**config.mk**
```make
export PLATFORM = sky130hd
export DESIGN_NAME = regfile_move_ctrl
export DESIGN_NICKNAME = d
export VERILOG_FILES = /design/src/rtl/regfile_move_ctrl.sv
export SDC_FILE = /design/constraint.sdc
export NUM_CORES = 1
export LEC_CHECK = 0
export ABC_AREA = 1
export ABC_CLOCK_PERIOD_IN_PS = 1900
export CORE_MARGIN = 5
export CORE_UTILIZATION = 45
export CTS_CLUSTER_DIAMETER = 100
export DETAILED_ROUTE_END_ITERATION = 6
export GPL_ROUTABILITY_DRIVEN = 0
export PLACE_DENSITY = 0.79
export SLEW_MARGIN = 20
export SYNTH_ARGS = -nofsm -noshare
export SYNTH_HDL_FRONTEND = slang
export SYNTH_SLANG_ARGS = --single-unit
```
**constraint.sdc**
```tcl
create_clock -name clk -period 1.9 [get_ports clk]
set_input_delay 0.57 -clock clk [delete_from_list [all_inputs] [get_ports clk]]
set_output_delay 0.57 -clock clk [all_outputs]
set_load 0.01 [all_outputs]
```
**src/rtl/regfile_move_ctrl.sv**
```systemverilog
// Command controller for a 4x16 register file: LOAD, MOVE, SWAP and CLEAR
// sequenced by a single FSM with registered outputs and a reset-gated write strobe.
module regfile_move_ctrl #(
    parameter int DATA_W = 16
) (
    input  logic              clk,
    input  logic              rst,
    input  logic              cmd_valid,
    output logic              cmd_ready,
    input  logic [1:0]        cmd_op,
    input  logic [2:0]        cmd_a,
    input  logic [2:0]        cmd_b,
    input  logic [DATA_W-1:0] cmd_data,
    output logic              done,
    output logic              err,
    output logic              busy,
    output logic              rf_w,
    output logic [2:0]        rf_wa,
    output logic [2:0]        rf_raA,
    output logic [2:0]        rf_raB,
    output logic [DATA_W-1:0] rf_wd,
    input  logic [DATA_W-1:0] rf_rdA,
    input  logic [DATA_W-1:0] rf_rdB
);

    typedef enum logic [2:0] {IDLE, RD, WR1, WR2, CLR, DONE, ERR} state_t;

    localparam logic [1:0] OP_LOAD  = 2'b00;
    localparam logic [1:0] OP_MOVE  = 2'b01;
    localparam logic [1:0] OP_SWAP  = 2'b10;
    localparam logic [1:0] OP_CLEAR = 2'b11;

    state_t            state;
    logic [1:0]        op_q;
    logic [2:0]        a_q;
    logic [2:0]        b_q;
    logic [DATA_W-1:0] tmp_a;
    logic [DATA_W-1:0] tmp_b;
    logic [1:0]        cnt;

    logic              ready_q;
    logic              busy_q;
    logic              done_q;
    logic              err_q;
    logic              rfw_q;
    logic [2:0]        wa_q;
    logic [2:0]        raa_q;
    logic [2:0]        rab_q;
    logic [DATA_W-1:0] wd_q;

    // Only addresses 0-3 exist; which operands are checked depends on the op.
    function automatic logic addr_ok(input logic [1:0] op, input logic [2:0] a,
                                     input logic [2:0] b);
        case (op)
            OP_LOAD:          addr_ok = !a[2];
            OP_MOVE, OP_SWAP: addr_ok = !a[2] && !b[2];
            default:          addr_ok = 1'b1;
        endcase
    endfunction

    always_ff @(posedge clk) begin
        if (rst) begin
            state   <= IDLE;
            op_q    <= '0;
            a_q     <= '0;
            b_q     <= '0;
            tmp_a   <= '0;
            tmp_b   <= '0;
            cnt     <= '0;
            ready_q <= 1'b1;
            busy_q  <= 1'b0;
            done_q  <= 1'b0;
            err_q   <= 1'b0;
            rfw_q   <= 1'b0;
            wa_q    <= '0;
            raa_q   <= '0;
            rab_q   <= '0;
            wd_q    <= '0;
        end else begin
            // Outputs describe the state being entered; anything not driven there is zero.
            ready_q <= 1'b0;
            busy_q  <= 1'b1;
            done_q  <= 1'b0;
            err_q   <= 1'b0;
            rfw_q   <= 1'b0;
            wa_q    <= '0;
            raa_q   <= '0;
            rab_q   <= '0;
            wd_q    <= '0;
            case (state)
                IDLE: begin
                    ready_q <= 1'b1;
                    busy_q  <= 1'b0;
                    if (cmd_valid && ready_q) begin
                        op_q    <= cmd_op;
                        a_q     <= cmd_a;
                        b_q     <= cmd_b;
                        ready_q <= 1'b0;
                        busy_q  <= 1'b1;
                        if (!addr_ok(cmd_op, cmd_a, cmd_b)) begin
                            state <= ERR;
                            err_q <= 1'b1;
                        end else begin
                            case (cmd_op)
                                OP_LOAD: begin
                                    state <= WR1;
                                    rfw_q <= 1'b1;
                                    wa_q  <= cmd_a;
                                    wd_q  <= cmd_data;
                                end
                                OP_MOVE, OP_SWAP: begin
                                    state <= RD;
                                    raa_q <= cmd_a;
                                    rab_q <= cmd_b;
                                end
                                default: begin
                                    state <= CLR;
                                    cnt   <= 2'd0;
                                    rfw_q <= 1'b1;
                                    wa_q  <= 3'd0;
                                end
                            endcase
                        end
                    end
                end
                RD: begin
                    // Read data is combinational from raA/raB, so it is valid this cycle.
                    tmp_a <= rf_rdA;
                    tmp_b <= rf_rdB;
                    state <= WR1;
                    rfw_q <= 1'b1;
                    wa_q  <= b_q;
                    wd_q  <= rf_rdA;
                end
                WR1: begin
                    if (op_q == OP_SWAP) begin
                        state <= WR2;
                        rfw_q <= 1'b1;
                        wa_q  <= a_q;
                        wd_q  <= tmp_b;
                    end else begin
                        state  <= DONE;
                        done_q <= 1'b1;
                    end
                end
                WR2: begin
                    state  <= DONE;
                    done_q <= 1'b1;
                end
                CLR: begin
                    if (cnt == 2'd3) begin
                        state  <= DONE;
                        done_q <= 1'b1;
                    end else begin
                        cnt   <= cnt + 2'd1;
                        rfw_q <= 1'b1;
                        wa_q  <= {1'b0, cnt + 2'd1};
                    end
                end
                default: begin
                    state   <= IDLE;
                    ready_q <= 1'b1;
                    busy_q  <= 1'b0;
                end
            endcase
        end
    end

    // Reset forces reset-valued outputs immediately, so no write lands on a reset edge.
    assign cmd_ready = ready_q | rst;
    assign busy      = busy_q & ~rst;
    assign done      = done_q & ~rst;
    assign err       = err_q & ~rst;
    assign rf_w      = rfw_q & ~rst;
    assign rf_wa     = rst ? 3'd0 : wa_q;
    assign rf_raA    = rst ? 3'd0 : raa_q;
    assign rf_raB    = rst ? 3'd0 : rab_q;
    assign rf_wd     = rst ? '0 : wd_q;

endmodule

```
# After elaboration in Yosys (flattened, before gate mapping)
# Index checks and enable logic that the tools add are counted.
dict set report word_totals {
  register_bits 59
  out_inout_bits 30
  wordCells 98
}
dict set report classes {
  n_addsub 1
  n_eq_ne 13
  mux 44
  bitwise_logic 10
  n_reduce_logical 15
}
# cell count
set op_table {}
lappend op_table {{16-bit two-way mux} 5}
lappend op_table {{16-bit one-hot mux with 3 select lines} 1}
lappend op_table {{3-bit two-way mux} 11}
lappend op_table {{3-bit one-hot mux with 5 select lines} 1}
lappend op_table {{1-bit two-way mux} 13}
lappend op_table {{3-bit one-hot mux with 4 select lines} 1}
lappend op_table {{2-bit two-way mux} 5}
lappend op_table {{2-bit inequality test (second input constant)} 5}
lappend op_table {{2-bit == test (second input constant)} 3}
lappend op_table {{3-bit by 2-bit == test with 1-bit output (second input constant)} 2}
lappend op_table {{1-bit one-hot mux with 2 select lines} 3}
lappend op_table {{3-bit one-hot mux with 2 select lines} 1}
lappend op_table {{3-bit OR reduction} 2}
lappend op_table {{1-bit inverter} 5}
lappend op_table {{5-bit AND reduction} 1}
lappend op_table {{5-bit OR reduction} 1}
lappend op_table {{1-bit bitwise AND} 4}
lappend op_table {{1-bit one-hot mux with 4 select lines} 1}
lappend op_table {{2-bit one-hot mux with 2 select lines} 1}
lappend op_table {{2-bit AND reduction} 2}
lappend op_table {{4-bit OR reduction} 1}
lappend op_table {{3-bit by 1-bit == test with 1-bit output (second input constant)} 1}
lappend op_table {{3-bit == test (second input constant)} 1}
lappend op_table {{3-bit zero test} 1}
lappend op_table {{9 further kinds} 11}

# Logic depth before layout (Yosys ltp)
dict set report depth {
  word_depth 9
  depth_mapped 9
}

# Least setup slack after synthesis
# OpenSTA, ideal clock, no wires.
dict set report synth_timing {
  path_kind {input to output}
  from {in rst}
  to {out busy}
  arrival_time_ns 1.219
  setup_slack_ns 0.111
  stages 3
  path_buffers 2
  cell_sequence {clkbuf_1 > buf_1 > nor2_1}
}
dict set report synth_between {
  elab_chain_len 2
}
# item line
set synth_lines {}
lappend synth_lines {{start, declared} 7} ;# input logic rst,
lappend synth_lines {{1-bit inverter} 171} ;# assign busy = busy_q & ~rst;
lappend synth_lines {{1-bit bitwise AND} 171}
lappend synth_lines {{end, declared} 16} ;# output logic busy,
# Every way passes these cells.

# Worst setup path after layout
dict set report layout_timing {
  from {in rst}
  to {out rf_wd[13]}
}
dict set report layout_between {
  elab_chain_len 1
}
# item line
set layout_lines {}
lappend layout_lines {{16-bit two-way mux} 178} ;# assign rf_wd = rst ? '0 : wd_q;
lappend layout_lines {{end, declared} 21} ;# output logic [DATA_W-1:0] rf_wd,
# Every way passes these cells.

==> flow_summary.html <==
<table>
<tr><th>Metric</th><th>Value</th></tr>
<tr><th colspan="2">Timing</th></tr>
<tr><td>Final Hold Viols</td><td>0</td></tr>
<tr><td>Worst-case headroom to the max-slew limit</td><td>65.1%</td></tr>
<tr><td>Final number of setup-violating endpoints</td><td>0</td></tr>
<tr><td>Slew Viols, Final</td><td>0</td></tr>
<tr><td>Setup repair after global routing missed its margin</td><td>false</td></tr>
<tr><td>Worst Tran Pin Value</td><td>between 500 and 600 ps</td></tr>
<tr><td>Final period utilization</td><td>97.8%</td></tr>
<tr><td>Setup Skew</td><td>approximately 7.3 ps</td></tr>
<tr><td>Final worst path period need</td><td>around 1900 ps</td></tr>
<tr><td>Final worst setup slack</td><td>41.5 ps</td></tr>
<tr><td>Highest clock frequency the design can meet</td><td>roughly 540 MHz</td></tr>
<tr><th colspan="2">Yosys</th></tr>
<tr><td>Flip-flop and latch count after synthesis</td><td>just under 60</td></tr>
<tr><td>Share of synthesized area spent on multiplexers</td><td>0%</td></tr>
<tr><td>Syn Area/Cell</td><td>just over 7 µm²</td></tr>
<tr><td>Largest family of logic cells by synthesized area</td><td>simple AND/OR/NAND/NOR gates</td></tr>
<tr><td>Sequential cell area fraction in the yosys report</td><td>between 40% and 50%</td></tr>
<tr><td>Share of synthesized cell area in and, or, nand and nor gates</td><td>between 20% and 30%</td></tr>
<tr><td>Combined area of all synthesized cells</td><td>0.00261 mm²</td></tr>
<tr><td>Number of nets produced by synthesis</td><td>~430</td></tr>
<tr><td>Synthesized-area fraction occupied by xor and xnor cells</td><td>0%</td></tr>
<tr><td>Synthesis Warnings</td><td>0</td></tr>
<tr><td>Synthesized instance count</td><td>362</td></tr>
<tr><td>Count of different cell masters after synthesis</td><td>26</td></tr>
<tr><td>Adder-cell area share of the yosys netlist</td><td>between 1.5 and 2%</td></tr>
<tr><td>Compound-cell area share of the yosys netlist</td><td>14.3%</td></tr>
<tr><th colspan="2">GRT</th></tr>
<tr><td>Total grt overflow</td><td>0</td></tr>
<tr><td>Pin count of the biggest net entering global routing</td><td>42</td></tr>
<tr><td>Via count of the first global-routing pass</td><td>between 2000 and 2500</td></tr>
<tr><td>First-pass GRT wire length</td><td>about 11000 µm</td></tr>
<tr><td>Initial antenna violation count</td><td>0</td></tr>
<tr><td>Global-route usage over all layers</td><td>about a fifth</td></tr>
<tr><th colspan="2">Clocking</th></tr>
<tr><td>Buffers from clock root to sink, at most</td><td>2</td></tr>
<tr><td>Count of clock tree sinks</td><td>between 50 and 60</td></tr>
<tr><td>Maximum level of the CTS H-tree</td><td>3</td></tr>
<tr><td>Setup Fix Bufs, Post-CTS</td><td>0</td></tr>
<tr><td>Total clock buffers created by CTS</td><td>9</td></tr>
<tr><td>Clock tree from TritonCTS</td><td>built</td></tr>
<tr><td>Clock-pin slew reported for the worst setup and hold paths after clock tree synthesis</td><td>around 60 ps</td></tr>
<tr><td>Hold Buf Count CTS</td><td>0</td></tr>
<tr><td>Clock root cell</td><td>sky130_fd_sc_hd__clkbuf_8</td></tr>
<tr><td>Latest clock arrival within the worst-skew pair</td><td>between 300 and 400 ps</td></tr>
<tr><th colspan="2">Routing</th></tr>
<tr><td>Post-detailed-route wirelength per cell</td><td>13.7 µm</td></tr>
<tr><td>Detailed router's first-iteration violation count</td><td>roughly 140</td></tr>
<tr><td>Vias after detailed routing</td><td>approximately 2600</td></tr>
<tr><td>Residual DRC count</td><td>0</td></tr>
<tr><td>Via-per-instance ratio</td><td>4.85</td></tr>
<tr><td>Routed Wire Length</td><td>between 7000 and 8000 µm</td></tr>
<tr><td>Antenna violation net count after detailed routing</td><td>0</td></tr>
<tr><td>Initial DRT Pass Iterations</td><td>4</td></tr>
<tr><th colspan="2">Worst setup path</th></tr>
<tr><td>Worst setup path category</td><td>input port to output port</td></tr>
<tr><td>Delay of the slowest critical-path stage</td><td>just over 300 ps</td></tr>
<tr><td>Nature of the critical path endpoint</td><td>output port</td></tr>
<tr><td>Slowest library cell on the worst path</td><td>sky130_fd_sc_hd__dlygate4sd2_1</td></tr>
<tr><td>Sort of element at the start of the critical path</td><td>input port</td></tr>
<tr><td>Largest fanout of any net on the critical path</td><td>9</td></tr>
<tr><td>CP cell instances</td><td>buf_2, buf_12, nor2_1, dlygate4sd2_1</td></tr>
<tr><td>Data required, critical path</td><td>between 1000 and 1500 ps</td></tr>
<tr><td>Endpoint arrival time on the critical path</td><td>~1300 ps</td></tr>
<tr><th colspan="2">Die</th></tr>
<tr><td>Effective utilization at floorplan</td><td>a little under half</td></tr>
<tr><td>Total I/O pin count</td><td>89</td></tr>
<tr><td>Vertical die dimension</td><td>roughly 86 µm</td></tr>
<tr><td>Area of the core</td><td>between 0.005 and 0.006 mm²</td></tr>
<tr><td>Site row count</td><td>27</td></tr>
<tr><td>Die Span X</td><td>between 80 and 90 µm</td></tr>
<tr><td>Die area</td><td>between 0.007 and 0.008 mm²</td></tr>
<tr><th colspan="2">Place</th></tr>
<tr><td>Cell area reported after detailed placement</td><td>0.00369 mm²</td></tr>
<tr><td>Worst slack, placed</td><td>-237 ps</td></tr>
<tr><td>Port Buf Inserts</td><td>a little under 90</td></tr>
<tr><td>Final HPWL DP</td><td>~5400 µm</td></tr>
<tr><td>Number of instances in the placed design</td><td>between 500 and 600</td></tr>
<tr><th colspan="2">Pwr</th></tr>
<tr><td>Worst supply voltage drop on vdd</td><td>~0.0007 V</td></tr>
<tr><td>Lkg Pwr</td><td>between 1.5 and 2 nW</td></tr>
<tr><td>Power per cell area</td><td>around 1000 mW/mm²</td></tr>
<tr><th colspan="2">Hold path</th></tr>
<tr><td>Hold/Removal Path Class</td><td>flop to flop</td></tr>
<tr><th colspan="2">Cells and area</th></tr>
<tr><td>ANT cells</td><td>0</td></tr>
<tr><td>Number of nets in the layout</td><td>roughly 530</td></tr>
<tr><td>Filler-free cell count of the finished design</td><td>541</td></tr>
<tr><td>Area growth, synth to finish</td><td>46.0%</td></tr>
<tr><td>Area of all placed cells without fillers</td><td>roughly 0.0038 mm²</td></tr>
<tr><td>Fraction of final layout cells with drive strength greater than 1</td><td>between 10% and 20%</td></tr>
<tr><td>Post-layout utilization of the core</td><td>68.5%</td></tr>
<tr><th colspan="2">Job</th></tr>
<tr><td>Max-capacitance violation count</td><td>0</td></tr>
<tr><th colspan="2">Run status</th></tr>
<tr><td>Status</td><td>finished clean</td></tr>
</table>
-- critical path, delay by kind of cell --
| family | cells | cell delay [ps] |
|---|---|---|
| buffers and inverters | 3 | 610 |
| AND/OR/NAND/NOR | 1 | 100 |
-- layout make-up --
cell class	instances	area [µm²]
Timing Repair Buffer	109	1050
Clock buffer	12	145
Clock inverter	3	15.0
Fill cell	478	1760
Sequential cell	59	1180
Multi-Input combinational cell	231	1130
Inverter	55	206
Tap cell	72	90.1
-- kinds of logic (layout without fill, tap and decap cells) --
logic type / Yosys count / in the layout
AND/OR/NAND/NOR: 160 / 160
buffers and inverters: 72 / 179
AO/OA/AOI/OAI: 67 / 67
flip-flops: 59 / 59
adder cells (fa/ha/maj): 4 / 4
-- per-layer routing --
layer | vias to the layer above | track usage, % | wire length, µm
li1 | 1352 | - | -
met1 | 1163 | 25.1 | 3230
met2 | 92 | 32.0 | 3530
met3 | 17 | 4.94 | 421
met4 | 0 | 8.92 | 205
met5 | - | 0 | 0
-- power by group --
| part | switching, mW | total (mW) | internal (mW) |
|---|---|---|---|
| combinational | 0.800 | 1.36 | 0.560 |
| sequential | 0.108 | 1.57 | 1.47 |
| clock | 0.460 | 0.955 | 0.495 |
| total | 1.37 | 3.89 | 2.52 |
-- placed cells by master (no fill, tap or decap) --
master	n
sky130_fd_sc_hd__nand2_1	79
sky130_fd_sc_hd__dfxtp_1	59
sky130_fd_sc_hd__clkdlybuf4s50_1	57
sky130_fd_sc_hd__inv_1	50
sky130_fd_sc_hd__a21oi_1	43
sky130_fd_sc_hd__nor2_1	42
sky130_fd_sc_hd__dlygate4sd2_1	29
sky130_fd_sc_hd__nand3_1	26
sky130_fd_sc_hd__buf_4	17
sky130_fd_sc_hd__a22oi_1	11
sky130_fd_sc_hd__clkbuf_8	10
sky130_fd_sc_hd__o21ai_0	6
sky130_fd_sc_hd__a31oi_1	6
sky130_fd_sc_hd__inv_2	5
sky130_fd_sc_hd__ha_1	4
sky130_fd_sc_hd__buf_12	4
sky130_fd_sc_hd__clkinv_2	3
sky130_fd_sc_hd__nand3_2	2
sky130_fd_sc_hd__nor2_4	2
sky130_fd_sc_hd__nor2_2	2
sky130_fd_sc_hd__nor3_1	2
sky130_fd_sc_hd__clkbuf_1	2
sky130_fd_sc_hd__or2_2	1
sky130_fd_sc_hd__nand3_4	1
sky130_fd_sc_hd__nor3b_1	1
sky130_fd_sc_hd__a21oi_2	1
sky130_fd_sc_hd__nor2_8	1
sky130_fd_sc_hd__nand4_1	1
sky130_fd_sc_hd__buf_2	1
sky130_fd_sc_hd__clkdlybuf4s15_1	1
-- path summary, 6_finish.rpt --
kind                          from                   to  slack [ps]  depth (start not counted)
max                            rst            rf_wd[13]          40                          4
min            a_q[2]$_SDFFE_PP0P_  a_q[2]$_SDFFE_PP0P_         460                          2
max reg2reg  state[2]$_SDFFE_PP0P_   wd_q[0]$_SDFF_PP0_         390                          5
min reg2reg    a_q[2]$_SDFFE_PP0P_  a_q[2]$_SDFFE_PP0P_         460                          2
-- synth_stat cells (all sizes together) --
cell / n / share of area, %
a21oi: 44 / 8.6
a22oi: 11 / 3.2
inv: 55 / 7.9
nand4: 1 / 0.24
or2: 1 / 0.24
nor3b: 1 / 0.29
clkbuf: 5 / 0.72
nand2: 79 / 11
nor2: 47 / 8.1
dfxtp: 59 / 45
o21ai: 6 / 1.1
nand3: 29 / 6.4
nor3: 2 / 0.38
a31oi: 6 / 1.4
buf: 12 / 2.9
ha: 4 / 1.9
-- registers in the layout, indices dropped and copies added, names as in the netlist --
signal / flops
rab_q: 3
op_q: 2
b_q: 3
tmp_b: 16
done_q: 1
a_q: 3
wa_q: 3
raa_q: 3
wd_q: 16
cnt: 2
ready_q: 1
busy_q: 1
state: 3
err_q: 1
rfw_q: 1
-- stage by stage --
stage,power (mW),setup TNS [ps],hold WS (ps)
3_5_place_dp,2.97,-9840,453
4_1_cts,3.89,0,463
5_1_grt,4.15,0,479
2_1_floorplan,2.49,0,435
6_report,3.89,0,462
3_3_place_gp,2.93,-8580,449
-- what timing repair did --
item / 4_1_cts / 5_1_grt
resized for setup: 30 / 1
pin swaps: 0 / 0
setup endpoints to repair: 30 / 1
(Power assumes the default switching activity.)
